===== src/rtl/riscv_i32_fetch_debug_buffered.sv =====
// Fetch-side debug stage: forwards fetches in RUN. When halted it drains in-flight fetches,
// collects a program buffer from the debug module, and injects it into the pipeline.
module riscv_i32_fetch_debug_buffered #(
   parameter int         PROG_BUF_DEPTH  = 4,
   parameter int         MAX_OUTSTANDING = 3,
   parameter int         HALT_TIMEOUT    = 255,
   parameter logic [2:0] DEBUG_MODE      = 3'h4
) (
   input  logic        clk,
   input  logic        reset_n,
   input  logic        pipeline_ifetch_req__valid,
   input  logic [31:0] pipeline_ifetch_req__address,
   input  logic        pipeline_ifetch_req__sequential,
   input  logic [2:0]  pipeline_ifetch_req__mode,
   input  logic        pipeline_ifetch_req__flush,
   output logic        pipeline_ifetch_resp__valid,
   output logic        pipeline_ifetch_resp__debug,
   output logic [31:0] pipeline_ifetch_resp__data,
   output logic [2:0]  pipeline_ifetch_resp__mode,
   output logic        pipeline_ifetch_resp__error,
   output logic [1:0]  pipeline_ifetch_resp__tag,
   output logic        ifetch_req__valid,
   output logic [31:0] ifetch_req__address,
   output logic        ifetch_req__sequential,
   output logic [2:0]  ifetch_req__mode,
   output logic        ifetch_req__flush,
   input  logic        ifetch_resp__valid,
   input  logic        ifetch_resp__debug,
   input  logic [31:0] ifetch_resp__data,
   input  logic [2:0]  ifetch_resp__mode,
   input  logic        ifetch_resp__error,
   input  logic [1:0]  ifetch_resp__tag,
   input  logic        debug_control__valid,
   input  logic        debug_control__kill_fetch,
   input  logic        debug_control__halt_request,
   input  logic        debug_control__fetch_dret,
   input  logic [31:0] debug_control__data,
   output logic        debug_response__valid,
   output logic        debug_response__kill_fetch,
   output logic        debug_response__halt_request,
   output logic        debug_response__fetch_dret,
   output logic [31:0] debug_response__data,
   input  logic        pipeline_trace__instr_valid,
   input  logic [31:0] pipeline_trace__instr_pc,
   input  logic        pipeline_trace__rfw_data_valid,
   input  logic [31:0] pipeline_trace__rfw_data,
   input  logic        pipeline_trace__trap
);

   localparam int AW = (PROG_BUF_DEPTH > 1) ? $clog2(PROG_BUF_DEPTH) : 1;
   localparam int CW = $clog2(PROG_BUF_DEPTH + 1);
   localparam int OW = $clog2(MAX_OUTSTANDING + 1);
   localparam int TW = $clog2(HALT_TIMEOUT + 1);
   localparam logic [CW-1:0] BUF_FULL  = CW'(PROG_BUF_DEPTH);
   localparam logic [OW-1:0] OUT_MAX   = OW'(MAX_OUTSTANDING);
   localparam logic [TW-1:0] TMO_LIMIT = TW'(HALT_TIMEOUT);
   localparam logic [31:0]   EBREAK    = 32'h0010_0073;

   typedef enum logic [2:0] {RUN, HALT_WAIT, HALTED, INJECT, RESUME} state_t;

   state_t            state_reg;
   logic [CW-1:0]     count_reg;
   logic [CW-1:0]     rd_ptr_reg;
   logic [OW-1:0]     outstanding_reg;
   logic [OW-1:0]     outstanding_next;
   logic [TW-1:0]     tmo_reg;
   logic              force_flush_reg;
   logic [31:0]       last_pc_reg;
   logic [31:0]       last_rfw_reg;
   logic              inj_valid_reg;
   logic [31:0]       inj_data_reg;
   logic              rsp_valid_reg;
   logic              rsp_kill_reg;
   logic              rsp_halt_reg;
   logic              rsp_dret_reg;
   logic [31:0]       rsp_data_reg;
   logic [31:0]       buf_mem [PROG_BUF_DEPTH];
   logic              run;
   logic              cmd;
   logic              write;
   logic              buf_we;
   logic              drained;

   assign run    = (state_reg == RUN);
   assign cmd    = debug_control__valid;
   assign write  = cmd & ~debug_control__halt_request & ~debug_control__kill_fetch &
                   ~debug_control__fetch_dret;
   assign buf_we = (state_reg == HALTED) && write && (count_reg != BUF_FULL);

   assign ifetch_req__valid      = pipeline_ifetch_req__valid & run;
   assign ifetch_req__address    = pipeline_ifetch_req__address;
   assign ifetch_req__sequential = pipeline_ifetch_req__sequential;
   assign ifetch_req__mode       = pipeline_ifetch_req__mode;
   assign ifetch_req__flush      = pipeline_ifetch_req__flush | force_flush_reg;

   // An injected response already in flight is still delivered, whatever the state.
   assign pipeline_ifetch_resp__valid = inj_valid_reg | (run & ifetch_resp__valid);
   assign pipeline_ifetch_resp__debug = inj_valid_reg ? 1'b1         : ifetch_resp__debug;
   assign pipeline_ifetch_resp__data  = inj_valid_reg ? inj_data_reg : ifetch_resp__data;
   assign pipeline_ifetch_resp__mode  = inj_valid_reg ? DEBUG_MODE   : ifetch_resp__mode;
   assign pipeline_ifetch_resp__error = inj_valid_reg ? 1'b0         : ifetch_resp__error;
   assign pipeline_ifetch_resp__tag   = inj_valid_reg ? 2'b00        : ifetch_resp__tag;

   assign debug_response__valid        = rsp_valid_reg;
   assign debug_response__kill_fetch   = rsp_kill_reg;
   assign debug_response__halt_request = rsp_halt_reg;
   assign debug_response__fetch_dret   = rsp_dret_reg;
   assign debug_response__data         = rsp_data_reg;

   always_comb begin
      outstanding_next = outstanding_reg;
      if (ifetch_req__valid && !ifetch_resp__valid && outstanding_reg != OUT_MAX)
         outstanding_next = outstanding_reg + 1'b1;
      else if (!ifetch_req__valid && ifetch_resp__valid && outstanding_reg != '0)
         outstanding_next = outstanding_reg - 1'b1;
   end

   // Drain judged on the post-update count so the halt completes right after the last response.
   assign drained = (outstanding_next == '0);

   always_ff @(posedge clk) begin
      if (buf_we)
         buf_mem[count_reg[AW-1:0]] <= debug_control__data;
   end

   always_ff @(posedge clk or negedge reset_n) begin
      if (!reset_n) begin
         state_reg       <= RUN;
         count_reg       <= '0;
         rd_ptr_reg      <= '0;
         outstanding_reg <= '0;
         tmo_reg         <= '0;
         force_flush_reg <= 1'b0;
         last_pc_reg     <= '0;
         last_rfw_reg    <= '0;
         inj_valid_reg   <= 1'b0;
         inj_data_reg    <= '0;
         rsp_valid_reg   <= 1'b0;
         rsp_kill_reg    <= 1'b0;
         rsp_halt_reg    <= 1'b0;
         rsp_dret_reg    <= 1'b0;
         rsp_data_reg    <= '0;
      end else begin
         rsp_valid_reg   <= 1'b0;
         rsp_kill_reg    <= 1'b0;
         rsp_halt_reg    <= 1'b0;
         rsp_dret_reg    <= 1'b0;
         rsp_data_reg    <= '0;
         inj_valid_reg   <= 1'b0;
         outstanding_reg <= outstanding_next;
         if (pipeline_trace__instr_valid)
            last_pc_reg <= pipeline_trace__instr_pc;
         if (pipeline_trace__rfw_data_valid)
            last_rfw_reg <= pipeline_trace__rfw_data;

         case (state_reg)
            RUN: begin
               if (ifetch_req__valid)
                  force_flush_reg <= 1'b0;
               if (cmd && debug_control__halt_request) begin
                  state_reg <= HALT_WAIT;
                  tmo_reg   <= '0;
               end
            end
            HALT_WAIT: begin
               if (drained || tmo_reg == TMO_LIMIT) begin
                  state_reg     <= HALTED;
                  rsp_valid_reg <= 1'b1;
                  rsp_halt_reg  <= 1'b1;
                  rsp_data_reg  <= drained ? last_pc_reg : 32'hFFFF_FFFF;
               end else begin
                  tmo_reg <= tmo_reg + 1'b1;
               end
            end
            HALTED: begin
               if (cmd && debug_control__fetch_dret) begin
                  state_reg <= RESUME;
               end else if (cmd && debug_control__kill_fetch) begin
                  state_reg  <= INJECT;
                  rd_ptr_reg <= '0;
               end else if (cmd && debug_control__halt_request) begin
                  rsp_valid_reg <= 1'b1;
                  rsp_halt_reg  <= 1'b1;
                  rsp_data_reg  <= last_pc_reg;
               end else if (write) begin
                  rsp_valid_reg <= 1'b1;
                  if (count_reg == BUF_FULL) begin
                     rsp_data_reg <= 32'd1;
                  end else begin
                     count_reg <= count_reg + 1'b1;
                  end
               end
            end
            INJECT: begin
               if (pipeline_ifetch_req__valid) begin
                  inj_valid_reg <= 1'b1;
                  if (rd_ptr_reg < count_reg) begin
                     inj_data_reg <= buf_mem[rd_ptr_reg[AW-1:0]];
                     rd_ptr_reg   <= rd_ptr_reg + 1'b1;
                  end else begin
                     inj_data_reg <= EBREAK;
                  end
               end
               if (pipeline_trace__instr_valid && pipeline_trace__trap) begin
                  state_reg     <= HALTED;
                  rsp_valid_reg <= 1'b1;
                  rsp_kill_reg  <= 1'b1;
                  rsp_data_reg  <= last_rfw_reg;
               end
            end
            RESUME: begin
               count_reg       <= '0;
               force_flush_reg <= 1'b1;
               rsp_valid_reg   <= 1'b1;
               rsp_dret_reg    <= 1'b1;
               rsp_data_reg    <= last_pc_reg;
               state_reg       <= RUN;
            end
            default: state_reg <= RUN;
         endcase
      end
   end

endmodule


===== config.mk =====
export PLATFORM = sky130hd
export DESIGN_NAME = riscv_i32_fetch_debug_buffered
export DESIGN_NICKNAME = d
export VERILOG_FILES = /design/src/rtl/riscv_i32_fetch_debug_buffered.sv
export SDC_FILE = /design/constraint.sdc
export NUM_CORES = 1
export LEC_CHECK = 0
export ABC_AREA = 0
export CAP_MARGIN = 10
export CORE_ASPECT_RATIO = 1.5
export CORE_MARGIN = 5
export CORE_UTILIZATION = 25
export CTS_BUF_LIST = sky130_fd_sc_hd__clkbuf_8
export DETAILED_ROUTE_END_ITERATION = 12
export PLACE_DENSITY = 0.49
export SKIP_CTS_REPAIR_TIMING = 1
export SLEW_MARGIN = 10
export SYNTH_ARGS = -nofsm -noshare
export SYNTH_HDL_FRONTEND = slang
export SYNTH_SLANG_ARGS = --single-unit

===== constraint.sdc =====
create_clock -name clk -period 5.9 [get_ports clk]
set_input_delay 1.18 -clock clk [delete_from_list [all_inputs] [get_ports clk]]
set_output_delay 1.18 -clock clk [all_outputs]
set_load 0.01 [all_outputs]

==> flow_summary_export.csv <==
group,metric,value,unit
setup_path,critPathLaunchType,"input port",
yosys,synth_warnings,0,
power_and_ir_drop,power_frac_seq,0.457,
setup_path,r2r_cells,7,
yosys,synth.top_cell.area_share,0.3324,
sta,setup_slack,1.788,ns
yosys,yosysMostFrequentCell,"dfrtp_1",
setup_path,crit_required,4.72,ns
routing,wirelength,29850,um
yosys,synth_cell_types,55,
setup_path,crit_fanout,6,
setup_path,critPathKind,"in2out",
job,cap_viol_max_count,0,
sta,fmax,243.2,MHz
power_and_ir_drop,vdd_ir_drop_max,152.6,uV
die,initial_utilization,0.2527,
yosys,synth-xor-area-share,0.001515,
yosys,synth-compound-area-share,0.08138,
grt,grt_pass1_vias,7536,
clocking,cts_buffer_depth,3,
placed_design,port_buffers,224,
setup_path,path_depth,4,
yosys,synth_area_per_cell,16.56,um2
die,coreArea,0.04576,mm2
yosys,synth_top_cells_by_area,"edfxtp_1, dfrtp_1, mux2_2, mux4_2, a221o_1",
yosys,synth-edff-count,128,
routing,drt_pass1_iterations,4,
yosys,yosysSeqAreaShare,0.6636,
sta,setup_violations,0,
yosys,async_reset_ff_frac,0.5445,
setup_path,worstSetupEndpointType,"output port",
finish,syn2layout_area_growth,30.74,%
power_and_ir_drop,clockPowerShare,0.314,
yosys,ys_ff_latch,281,
die,fp-row-count,96,
routing,drcViolationCount,0,
setup_path,crit_start,"pipeline_ifetch_req__valid",
worst_hold_path,whs_path_depth,2,
routing,initialDrtViolationCount,275,
setup_path,cp_common_cell,"clkdlybuf4s50_1",
grt,grt_pass1_wl,44780,um
yosys,synth-simple-area-share,0.03766,
sta,final_hold_viol_count,0,
placed_design,globalplace.congestion,0.7313,
clocking,cts.htree.levels,2,
finish,largest_reg_flops,128,
routing,detail_route.vias_per_cell,4.436,
setup_path,cp_slowest_cell,"or4b_1",
finish,post-route-util,0.3303,
clocking,cts.sinks,281,
power_and_ir_drop,power_leakage,5.715,nW
grt,grt_max_degree,72,
grt,antenna_found_initial,3,
worst_hold_path,hold_start,"force_flush_reg$_DFFE_PN0P_",
clocking,clock_latency,0.59,ns
routing,num_vias,6792,
setup_path,crit_buf_inv,3,
sta,min_period,4.112,ns
yosys,synthMuxAreaShare,0.1608,
routing,drtAntennaViolNets,0,
setup_path,path_cells,"clkdlybuf4s50_1 > or4b_1 > clkinv_4 > clkdlybuf4s50_1",
yosys,synth_fa_ha_area_frac,0.01082,
setup_path,max_stage_delay,0.63,ns
clocking,clkTransAtPathRegs,0.06,ns
die,die_h,273.4,um
placed_design,dp_slack,1.722,ns
power_and_ir_drop,internal_power,3.947,mW
yosys,synthTopCellsByCount,"dfrtp_1, edfxtp_1, mux2_2",
sta,fin_skew,0.03190,ns
yosys,ys.flop_type,"dfrtp_1",
sta,setup_tns,0,ns
yosys,synth_nets,891,
sta,tightest_slew,1.024,ns
sta,maxSlewHeadroom,0.3139,
sta,finalMaxSlewViolations,0,
clocking,clk_root_buffer_cell,"clkbuf_8",
grt,overflow,0,
sta,finalCritPeriodShare,0.6969,
finish,nNetsFinal,1096,
die,die_area,0.05074,mm2
setup_path,arrival,2.93,ns
routing,wire_per_inst,19.50,um
yosys,synth_top_family_by_area,"multiplexers",
power_and_ir_drop,netSwitchingFraction,0.2828,
clocking,tritoncts,"yes",
yosys,netlist_instances,698,
power_and_ir_drop,p_per_area,364.1,mW/mm2
setup_path,r2r-start,"outstanding_reg[0]$_DFF_PN0_",
run_status,run_status,"finished, final reports clean",
yosys,netlist_area,0.01156,mm2
die,dieWidth,185.6,um
die,num_io_pins,297,
clocking,cts_made_buffers,47,
sta,rsz0062_at_grt,"no",
finish,layout-drive-gt1-share,0.2497,
placed_design,hpwl,19770,um
setup_path,crit_family,"buffers and inverters",
grt,grt.total_usage,0.1149,
worst_hold_path,hold_class,"reg2reg",
yosys,yosysTopAreaCell,"edfxtp_1",
power_and_ir_drop,pwr-share-comb,0.229,
power_and_ir_drop,p_switching,1.556,mW
-- cell type report --
cell class / instances / area [um2]
antenna: 2 / 5.005
clock buffer: 61 / 839.6
clock inverter: 26 / 126.4
fill: 4521 / 30650
inverter: 10 / 42.54
multi-input combinational: 331 / 3398
sequential: 281 / 7676
tap: 588 / 735.7
timing repair buffer: 232 / 2293
-- final timing paths --
check / to / slack [ns]
worst max register to register: debug_response__data[25]$_DFF_PN0_ / 2.65
min in group asynchronous: inj_data_reg[4]$_DFFE_PN0P_ / 0.63
worst min register to register: force_flush_reg$_DFFE_PN0P_ / 0.48
max in group asynchronous: last_pc_reg[29]$_DFFE_PN0P_ / 4.17
worst max-delay path: ifetch_req__valid / 1.79
worst min-delay path: force_flush_reg$_DFFE_PN0P_ / 0.48
-- metrics by stage --
| stage | hold slack, ns | cells | cell area (um2) | total power [mW] |
|---|---|---|---|---|
| after floorplan | 0.4394 | 698 | 11560 | 3.308 |
| after global placement | 0.4761 | 1442 | 14150 | 3.840 |
| after detailed placement | 0.4653 | 1442 | 14150 | 3.854 |
| after CTS | 0.4807 | 1529 | 15110 | 5.637 |
| after global routing | 0.5137 | 1530 | 15110 | 5.820 |
| final | 0.4786 | 1531 | 15120 | 5.503 |
-- worst reg2reg max path, stage by stage (launching register included) --
cell and delay (ns):
dfrtp_1 0.45, inv_1 0.07, ha_1 0.34, or4b_2 0.68
mux2i_2 0.37, a21oi_4 0.11, o211ai_4 0.84, a221o_1 0.32
-- metal layers --
metal / global-route usage / vias up / wire, um
li1: - / 3088 / -
met1: 0.1220 / 3397 / 10760
met2: 0.2093 / 221 / 15460
met3: 0.02499 / 86 / 2065
met4: 0.06140 / 0 / 1570
met5: 0 / - / 0
-- kinds of logic after synthesis --
group,after synthesis
flip-flops,281
adder cells (fa/ha/maj),10
multiplexers,132
XOR/XNOR,2
AO/OA/AOI/OAI,108
buffers and inverters,86
AND/OR/NAND/NOR,79
-- cells in the final DEF, fill, tap and decap left out, drive strengths merged, types with 3 or more instances in the layout --
master           n
nand2           17
mux2            97
clkbuf          61
a21oi           12
nor2            16
ha              10
mux4            32
a21o             3
and3             3
or2              3
a211oi           3
edfxtp         128
clkinv          11
nand4            5
nor3             4
a22o            29
and2             5
a221o           31
dfrtp          153
o211ai           3
buf             11
mux2i            3
a31oi            4
nand3            6
nor2b            7
clkdlybuf4s50  221
inv             25
o21ai            5
o22a             6
-- power groups by stage --
| stage | Combinational, mW | Sequential [mW] | Clock [mW] |
|---|---|---|---|
| floorplan | 0.834 | 2.47 | 0 |
| global placement | 1.28 | 2.56 | 0 |
| detailed placement | 1.29 | 2.56 | 0 |
| CTS | 1.30 | 2.53 | 1.81 |
| global route | 1.38 | 2.55 | 1.89 |
| finish | 1.26 | 2.51 | 1.73 |
Power figures use the tool's default switching activity.
